### config.mk
export PLATFORM = sky130hd
export DESIGN_NAME = uart_tx_fifo_drain_flat
export DESIGN_NICKNAME = d
export VERILOG_FILES = /design/src/rtl/uart_tx_fifo_drain_pkg.sv /design/src/rtl/uart_tx_fifo_drain_if.sv /design/src/rtl/uart_tx_serializer.sv /design/src/rtl/uart_tx_fifo_drain.sv /design/src/flat_wrapper.sv
export SDC_FILE = /design/constraint.sdc
export NUM_CORES = 1
export LEC_CHECK = 0
export CAP_MARGIN = 0
export CORE_MARGIN = 1.5
export CORE_UTILIZATION = 59
export CTS_CLUSTER_SIZE = 20
export DETAILED_ROUTE_END_ITERATION = 12
export DONT_BUFFER_PORTS = 1
export PLACE_DENSITY = 0.75
export SLEW_MARGIN = 0
export SYNTH_ARGS = -nofsm -noshare
export SYNTH_HDL_FRONTEND = slang
export SYNTH_SLANG_ARGS = --single-unit
### constraint.sdc
create_clock -name CLK -period 1.8 [get_ports CLK]
set_input_delay 0.36 -clock CLK [delete_from_list [all_inputs] [get_ports CLK]]
set_output_delay 0.36 -clock CLK [all_outputs]
set_load 0.1 [all_outputs]
### src/rtl/uart_tx_fifo_drain_pkg.sv
// uart_tx_pkg: shared state type and line-level constants
// for the UART TX FIFO drain.
package uart_tx_pkg;

  typedef enum logic [2:0] {
    IDLE,
    START,
    DATA,
    PARITY,
    STOP
  } tx_state_e;

  localparam logic PAR_EVEN   = 1'b0;
  localparam logic PAR_ODD    = 1'b1;
  localparam logic START_BIT  = 1'b0;
  localparam logic STOP_BIT   = 1'b1;
  localparam logic IDLE_LEVEL = 1'b1;

endpackage

### src/rtl/uart_tx_fifo_drain_if.sv
// uart_tx_fifo_drain_if: read port of the async TX FIFO.
// master = drain side (pops), slave = FIFO side.
interface uart_tx_fifo_drain_if #(
  parameter int DATA_WIDTH = 8
);

  logic                  EMPTY;
  logic [DATA_WIDTH-1:0] RD_DATA;
  logic                  R_INC;

  modport master (
    input  EMPTY,
    input  RD_DATA,
    output R_INC
  );

  modport slave (
    output EMPTY,
    output RD_DATA,
    input  R_INC
  );

endinterface

### src/rtl/uart_tx_serializer.sv
// uart_tx_serializer: LSB-first shift register with a
// data bit counter that flags the last data bit.
module uart_tx_serializer #(
  parameter int DATA_WIDTH = 8
) (
  input  logic                  clk,
  input  logic                  rst_n,
  input  logic                  load,
  input  logic                  shift_en,
  input  logic [DATA_WIDTH-1:0] data_in,
  output logic                  bit_out,
  output logic                  done
);

  localparam int CW =
    (DATA_WIDTH > 1) ? $clog2(DATA_WIDTH) : 1;
  localparam logic [CW-1:0] LAST = CW'(DATA_WIDTH - 1);

  logic [DATA_WIDTH-1:0] shreg;
  logic [CW-1:0]         cnt;

  always_ff @(posedge clk) begin
    if (!rst_n) begin
      shreg <= '0;
      cnt   <= '0;
    end else if (load) begin
      shreg <= data_in;
      cnt   <= '0;
    end else if (shift_en) begin
      shreg <= shreg >> 1;
      // counter reloads instead of overflowing
      cnt   <= done ? '0 : cnt + 1'b1;
    end
  end

  assign bit_out = shreg[0];
  assign done    = (cnt == LAST);

endmodule

### src/rtl/uart_tx_fifo_drain.sv
// uart_tx_fifo_drain: pops the TX FIFO and sends each word
// as a UART frame, one bit per CLK, back-to-back when able.
module uart_tx_fifo_drain
  import uart_tx_pkg::*;
#(
  parameter int DATA_WIDTH = 8
) (
  input  logic                       CLK,
  input  logic                       RST,
  uart_tx_fifo_drain_if.master       fifo,
  input  logic                       PAR_EN,
  input  logic                       PAR_TYP,
  output logic                       TX_OUT,
  output logic                       BUSY
);

  tx_state_e state;
  tx_state_e state_nxt;
  logic      capture;
  logic      par_en_q;
  logic      par_bit_q;
  logic      busy_q;
  logic      r_inc_q;
  logic      ser_bit;
  logic      ser_done;
  logic      shift_en;

  assign shift_en = (state == DATA);

  uart_tx_serializer #(
    .DATA_WIDTH(DATA_WIDTH)
  ) u_ser (
    .clk      (CLK),
    .rst_n    (RST),
    .load     (capture),
    .shift_en (shift_en),
    .data_in  (fifo.RD_DATA),
    .bit_out  (ser_bit),
    .done     (ser_done)
  );

  always_ff @(posedge CLK) begin
    if (!RST) begin
      state     <= IDLE;
      busy_q    <= 1'b0;
      r_inc_q   <= 1'b0;
      par_en_q  <= 1'b0;
      par_bit_q <= 1'b0;
    end else begin
      state   <= state_nxt;
      busy_q  <= (state_nxt != IDLE);
      r_inc_q <= capture;
      if (capture) begin
        par_en_q  <= PAR_EN;
        par_bit_q <= (PAR_TYP == PAR_ODD) ?
                     ~^fifo.RD_DATA : ^fifo.RD_DATA;
      end
    end
  end

  always_comb begin
    state_nxt = state;
    capture   = 1'b0;
    unique case (state)
      IDLE: begin
        if (!fifo.EMPTY) begin
          capture   = 1'b1;
          state_nxt = START;
        end
      end
      START: state_nxt = DATA;
      DATA: begin
        if (ser_done)
          state_nxt = par_en_q ? PARITY : STOP;
      end
      PARITY: state_nxt = STOP;
      STOP: begin
        // chain straight into the next frame, no idle gap
        if (!fifo.EMPTY) begin
          capture   = 1'b1;
          state_nxt = START;
        end else begin
          state_nxt = IDLE;
        end
      end
      default: state_nxt = IDLE;
    endcase
  end

  always_comb begin
    TX_OUT = IDLE_LEVEL;
    unique case (state)
      START:   TX_OUT = START_BIT;
      DATA:    TX_OUT = ser_bit;
      PARITY:  TX_OUT = par_bit_q;
      STOP:    TX_OUT = STOP_BIT;
      default: TX_OUT = IDLE_LEVEL;
    endcase
  end

  assign BUSY       = busy_q;
  assign fifo.R_INC = r_inc_q;

endmodule

### src/flat_wrapper.sv
// flat-port wrapper written by rule: the top's interface ports become plain ports
module uart_tx_fifo_drain_flat import uart_tx_pkg::*;
#(
  parameter int DATA_WIDTH = 8
)
  (CLK, RST, PAR_EN, PAR_TYP, TX_OUT, BUSY, fifo_EMPTY, fifo_RD_DATA, fifo_R_INC);
  uart_tx_fifo_drain_if #(.DATA_WIDTH(DATA_WIDTH)) fifo_i ();
  input  logic CLK;
  input  logic RST;
  input  logic PAR_EN;
  input  logic PAR_TYP;
  output logic TX_OUT;
  output logic BUSY;
  input wire logic [$bits(fifo_i.EMPTY)-1:0] fifo_EMPTY;
  input wire logic [$bits(fifo_i.RD_DATA)-1:0] fifo_RD_DATA;
  output wire logic [$bits(fifo_i.R_INC)-1:0] fifo_R_INC;
  assign fifo_i.EMPTY = fifo_EMPTY;
  assign fifo_i.RD_DATA = fifo_RD_DATA;
  assign fifo_R_INC = fifo_i.R_INC;
  uart_tx_fifo_drain #(.DATA_WIDTH(DATA_WIDTH)) u_core (.CLK(CLK), .RST(RST), .fifo(fifo_i), .PAR_EN(PAR_EN), .PAR_TYP(PAR_TYP), .TX_OUT(TX_OUT), .BUSY(BUSY));
endmodule
==> impl_metrics.yaml, run 1 <==
power_and_ir_drop:
  p_switching_uw: 305
  p_leak_nw: 0.363
  switching_share_pct: 31.7
  pwr-share-seq_pct: 48.8
  irDropWorstVdd_uv: 552
  power_frac_clock_pct: 25.5
  internal_power_uw: 655
  powerDensity_nw_per_um2: 1010
  pwr-share-comb_pct: 25.7
global_route:
  grt.overflow.total: 0
  grt_max_degree: 16
  grt_usage_pct: 19.7
  grt_pass1_wl_um: 2650
  grt_pass1_vias: 680
  antenna_found_initial: 0
die:
  start_util_pct: 65.8
  die_h_um: 41.8
  die_w_um: 41.8
  num_io_pins: 16
  die-area_um2: 1750
  rows: 13
  core_area_um2: 1350
setup_path:
  path_buf_inv: 1
  path_class: "flip-flop to output port"
  slowest_delay_ps: 380
  path_cells: "nand2b_2, o21ai_1, nand2b_1, buf_12"
  crit_slowest_cell: "dfxtp_2"
  crit_fanout: 9
  cpLargestDelayFamily: "flip-flops"
  r2r_slack_ps: 340
  worstSetupStartpointType: "flip-flop"
  cp-end-kind: "output port"
  r2r_cells: 4
  reg2reg_to: "u_core.par_bit_q$_SDFFE_PN0P_"
  r2r_start: "u_core.state[0]$_SDFF_PN0_"
  required_ps: 1440
  arrival_ps: 1330
clock_tree:
  cts_hold_buffers: 0
  htreeDepth: 1
  clk-insertion-delay-late_ps: 290
  path_clk_slew_ps: 110
  root_buffer: "clkbuf_4"
  cts_buffers: 3
  cts.sinks: 18
  cts_setup_buffers: 0
  cts_buffer_depth: 2
  cts_tree: "built"
sta:
  setup_violations: 0
  relSlewSlack_pct: 71.3
  max_freq_mhz: 593
  skew_ps: 5.72
  period_share_pct: 93.7
  rsz0062_at_grt: "no"
  tightest_slew_ps: 430
  maxSlewViolCount: 0
  hold_viol_final: 0
  tns_ps: 0
  min_period_ps: 1690
finish:
  fin_area_um2: 953
  nNetsFinal: 123
  fill_cells: 111
  diodes: 0
  fin_util_pct: 70.6
  layout_common_cells: "23 x nand2_1, 16 x dfxtp_1, 10 x nor2_1"
  layout-drive-gt1-share_pct: 14.0
  area_growth_pct: 7.32
  mostFrequentLayoutCell: "nand2_1"
logic_synthesis:
  synthCells: 104
  ys_warn_count: 0
  ys_ff_latch: 18
  synth.yosys.seq_area_share_pct: 40.6
  syn_area_um2: 888
  ys_types: 26
  syn_nets: 119
  avgSynthCellArea_um2: 8.54
drt:
  post_drt_wl_per_cell_um: 12.5
  vias: 702
  vias_per_cell: 5.75
  postRouteAntennaNets: 0
  drt-total-wl_um: 1530
  drtIter0Drc: 15
  route.detailed.drc: 0
  drtPass1Iterations: 4
place:
  gp_congestion: 0.800
  place_area_um2: 910
  port_buffers: 0
  place_hpwl_um: 1140
run:
  maxCapViolCount: 0
worst_hold_path:
  min_path_type: "input port to flip-flop"
  holdPathStages: 2
  hp-start: "fifo_RD_DATA[7]"
  holdPathEnd: "u_core.u_ser.shreg[7]$_SDFFE_PN0P_"
status:
  status: "completed"
-- state kept, by name, indices dropped and copies added (netlist names) --
register            cells
u_core.BUSY             1
u_core.fifo.R_INC       1
u_core.par_bit_q        1
u_core.par_en_q         1
u_core.state            3
u_core.u_ser.cnt        3
u_core.u_ser.shreg      8
-- how the worst max path moves through the flow --
| stage | startpoint | end | slack [ps] | cells after the start |
|---|---|---|---|---|
| 2_1_floorplan | u_core.state[0]$_SDFF_PN0_ | TX_OUT | 50 | 4 |
| 3_3_place_gp | u_core.state[1]$_SDFF_PN0_ | TX_OUT | 240 | 4 |
| 3_5_place_dp | u_core.state[1]$_SDFF_PN0_ | TX_OUT | 190 | 4 |
| 4_1_cts | u_core.state[1]$_SDFF_PN0_ | TX_OUT | 20 | 4 |
| 5_1_grt | u_core.state[0]$_SDFF_PN0_ | TX_OUT | 7 | 4 |
| 6_report | u_core.state[0]$_SDFF_PN0_ | TX_OUT | 110 | 4 |
-- cell type report --
type                            instances  area, um^2  area share, %
Multi-Input combinational cell         77         472           49.5
Sequential cell                        18         365           38.3
Timing Repair Buffer                    5        50.0           5.25
Clock buffer                            4        36.3           3.81
Tap cell                               15        18.8           1.97
Inverter                                3        11.3           1.18
-- cell families (layout without fill, tap and decap cells) --
group | after synthesis | after routing | share of synthesized area (%)
AO/OA/AOI/OAI | 24 | 24 | 19.2
XOR/XNOR | 6 | 6 | 7.46
adder cells (fa/ha/maj) | 2 | 2 | 2.82
buffers and inverters | 9 | 12 | 6.62
flip-flops | 18 | 18 | 40.6
AND/OR/NAND/NOR | 45 | 45 | 23.4
-- metrics by stage --
step	setup WS, ps	power, mW	cells	hold WS (ps)
after global routing	6.66	1.02	122	176
after floorplan	54.4	0.677	104	449
after global placement	243	0.717	118	467
final	113	0.960	122	200
after CTS	19.9	0.967	122	191
after detailed placement	192	0.721	118	469
-- metal layers --
metal,wire (um),GRT usage [%],up-vias
li1,-,-,363
met1,685,23.6,321
met2,760,34.4,18
met3,81,4.35,0
met4,0,7.10,0
met5,0,0,-
-- Yosys cell counts (all sizes together) --
library cell,count,area [um^2]
nand2,23,86.3
dfxtp,18,360
nor2,10,37.5
a21oi,9,45.0
a311oi,7,61.3
buf,5,43.8
nand2b,4,25.0
o21ai,4,20.0
xnor2,4,35.0
inv,3,11.3
ha,2,25.0
nand3,2,10.0
nor3,2,15.0
a2111oi,1,8.76
a211oi,1,20.0
clkbuf,1,3.75
nand3b,1,7.51
nor2b,1,13.8
nor4,1,6.26
o211ai,1,7.51
o21bai,1,7.51
or3,1,6.26
xnor3,1,22.5
xor2,1,8.76
-- power by group through the flow --
| stage | sequential, mW | combinational, mW | clock, mW |
|---|---|---|---|
| floorplan | 0.493 | 0.184 | 0 |
| global placement | 0.474 | 0.243 | 0 |
| detailed placement | 0.477 | 0.245 | 0 |
| CTS | 0.468 | 0.246 | 0.252 |
| global route | 0.474 | 0.271 | 0.274 |
| finish | 0.468 | 0.247 | 0.245 |
-- what timing repair did --
| action | 4_1_cts | 5_1_grt |
|---|---|---|
| setup endpoints to repair | 1 | 1 |
| cloned | 0 | 0 |
| gates resized for setup | 2 | 3 |
-- worst reg2reg max path, delay by kind of cell (launching register included) --
| kind | cells | cell delay (ps) |
|---|---|---|
| AO/OA/AOI/OAI | 1 | 140 |
| flip-flops | 1 | 380 |
| AND/OR/NAND/NOR | 3 | 870 |
(Power assumes the default switching activity.)
==> run 2, diff against run 1 <==
--- a/config.mk
+++ b/config.mk
@@ -5,6 +5,7 @@
 export SDC_FILE = /design/constraint.sdc
 export NUM_CORES = 1
 export LEC_CHECK = 0
+export ABC_CLOCK_PERIOD_IN_PS = 1800
 export CAP_MARGIN = 0
 export CORE_MARGIN = 1.5
 export CORE_UTILIZATION = 59
@@ -12,7 +13,6 @@
 export DETAILED_ROUTE_END_ITERATION = 12
 export DONT_BUFFER_PORTS = 1
 export PLACE_DENSITY = 0.75
-export SLEW_MARGIN = 0
 export SYNTH_ARGS = -nofsm -noshare
 export SYNTH_HDL_FRONTEND = slang
 export SYNTH_SLANG_ARGS = --single-unit
==> results of run 2 <==
No change in the layout: final DEF, timing and power equal those of run 1.
==> RTL edit (flow settings as in run 1) <==
Make the reset (`RST` and `rst_n`) asynchronous in 2 clocked blocks.
--- a/src/rtl/uart_tx_serializer.sv
+++ b/src/rtl/uart_tx_serializer.sv
@@ -19,7 +19,7 @@
   logic [DATA_WIDTH-1:0] shreg;
   logic [CW-1:0]         cnt;
 
-  always_ff @(posedge clk) begin
+  always_ff @(posedge clk or negedge rst_n) begin
     if (!rst_n) begin
       shreg <= '0;
       cnt   <= '0;
--- a/src/rtl/uart_tx_fifo_drain.sv
+++ b/src/rtl/uart_tx_fifo_drain.sv
@@ -39,7 +39,7 @@
     .done     (ser_done)
   );
 
-  always_ff @(posedge CLK) begin
+  always_ff @(posedge CLK or negedge RST) begin
     if (!RST) begin
       state     <= IDLE;
       busy_q    <= 1'b0;
Check against the original RTL: differs if RST is asserted again (counterexample within 4 cycles, from zero or initial values and one cycle with RST low); with RST held inactive, the same outputs for 10 cycles.
==> RTL edit against run 1 <==
Worst setup slack worse by 0.024 ns. Sequential cell count unchanged. Clock skew about the same. Via count down 20%. First-iteration DRC count shrank 6.7%. Routed wire length decreased by 6.4%. Synthesized cell count fell by 26%. Worst hold slack worse by 0.034 ns. Count of clock-buffer cells in the layout unchanged. Die area decreased by 0.26%. Cell count shrank 20%. Design area rose by 1.4%. Area after synthesis fell by 0.28%. Critical endpoint unchanged.
Power is not compared: it rests on default switching activity, and its combinational part moved more than twofold at a synthesized area within 25%.
==> RTL edit: results <==
set metrics [dict create \
    place_worst_setup_slack_ns 0.2952 \
    largest_registers "u_core.u_ser.shreg: 8 flops, u_core.state: 3 flops, u_core.u_ser.cnt: 3 flops" \
    synth_cell_type_count 27 \
    routed_wl_um 1429 \
    worst_pin_slew_ns 0.7859 \
    skew_ns 0.005791 \
    wl_met1_um 659 \
    grt_pass1_vias 572 \
    async_flop_share 1.000 \
    drive_above_1_share 0.1829 \
    fill_cells 94 \
    fin_nets 98 \
    grt_pass1_wl_um 2573 \
    wl_met3_um 63 \
    insertion_delay_ns 0.28 \
    routabilityCongestion 0.7310 \
    grt_max_degree 19 \
    drtIter0Drc 14 \
    synthesis.nets 92 \
    grt_use_total 0.1965 \
    slowest_stage "dfrtp_2" \
    yosys-top-cells-area "dfrtp_1, mux2i_1, xnor2_1, nand2_1, o21ai_0" \
    synth_seq_area_share 0.5085 \
    antenna_found_initial 0 \
    viasPerCell 5.825 \
    path_clk_slew_ns 0.09 \
    critPathMaxStageDelay_ns 0.46 \
    ys_top_cells_by_count "dfrtp_1, nand2_1, o21ai_0" \
    worstPathArrival_ns 1.35 \
    top_layer "met4" \
    wl_met2_um 693 \
    hpwl_um 1069 \
    status "finished clean" \
    ys.flop_type "dfrtp_1" \
    cts_buffer_depth 2 \
    vdd_drop_max_mv 1.119 \
]
RTL edit: cell types whose count changed after synthesis, moves of 5 or more:
cell,before,now
dfrtp_1,0,18
dfxtp_1,18,0
nand2_1,23,10
a311oi_1,7,0
nor2_1,10,3
a21oi_1,9,3
mux2i_1,0,5
RTL edit: power by group:
part / internal [uW] / leakage (uW) / switching [uW]
clock: 123 / 0.0000210 / 112
combinational: 357 / 0.000210 / 528
sequential: 589 / 0.000222 / 139
total: 1070 / 0.000453 / 778
RTL edit: final cells by class:
| cell class | instances | area (um2) | share of cell area |
|---|---|---|---|
| repair buffers | 5 | 52.55 | 0.05433 |
| inverters | 3 | 11.26 | 0.01164 |
| multi-input cells | 52 | 395.4 | 0.4088 |
| clock buffers | 4 | 36.28 | 0.03752 |
| well taps | 15 | 18.77 | 0.01940 |
| flip-flops and latches | 18 | 452.9 | 0.4683 |
RTL edit: per-stage QoR:
| stage | instances | power [uW] | area [um2] |
|---|---|---|---|
| 2_1_floorplan | 77 | 1429 | 885.9 |
| 3_3_place_gp | 92 | 1583 | 918.4 |
| 3_5_place_dp | 92 | 1614 | 918.4 |
| 4_1_cts | 97 | 1866 | 965.9 |
| 5_1_grt | 97 | 1983 | 967.2 |
| 6_report | 97 | 1847 | 967.2 |
RTL edit: path summary, 6_finish.rpt:
path                                             from               endpoint  slack (ns)  depth (start not counted)
worst max-delay path                  u_core.state[1]                 TX_OUT        0.09                          3
worst min register to register  u_core.u_ser.shreg[1]  u_core.u_ser.shreg[1]        0.49                          2
worst max register to register        u_core.state[0]    u_core.u_ser.cnt[1]        0.33                          3
min in group asynchronous                         RST  u_core.u_ser.shreg[7]        0.60                          1
max in group asynchronous                         RST        u_core.state[0]        0.66                          1
worst min-delay path                       fifo_EMPTY            u_core.BUSY        0.17                          1
RTL edit: routing by layer:
layer,track usage,vias to the layer above
met2,0.2906,12
met3,0.03913,2
met4,0.07742,0
met5,0,-
li1,-,282
met1,0.2825,269
RTL edit: logic make-up after synthesis:
logic type,Yosys count,synth area share
AO/OA/AOI/OAI,18,0.1342
XOR/XNOR,7,0.08474
buffers and inverters,7,0.04520
multiplexers,7,0.08615
adder cells (fa/ha/maj),2,0.02824
flip-flops,18,0.5085
AND/OR/NAND/NOR,18,0.1130
RTL edit: timing repair:
item / CTS / global route
setup endpoints to repair: 1 / 1
pin swaps: 0 / 0
hold buffers: 1 / 0
hold endpoints to repair: 18 / 0
gates resized for setup: 1 / 1
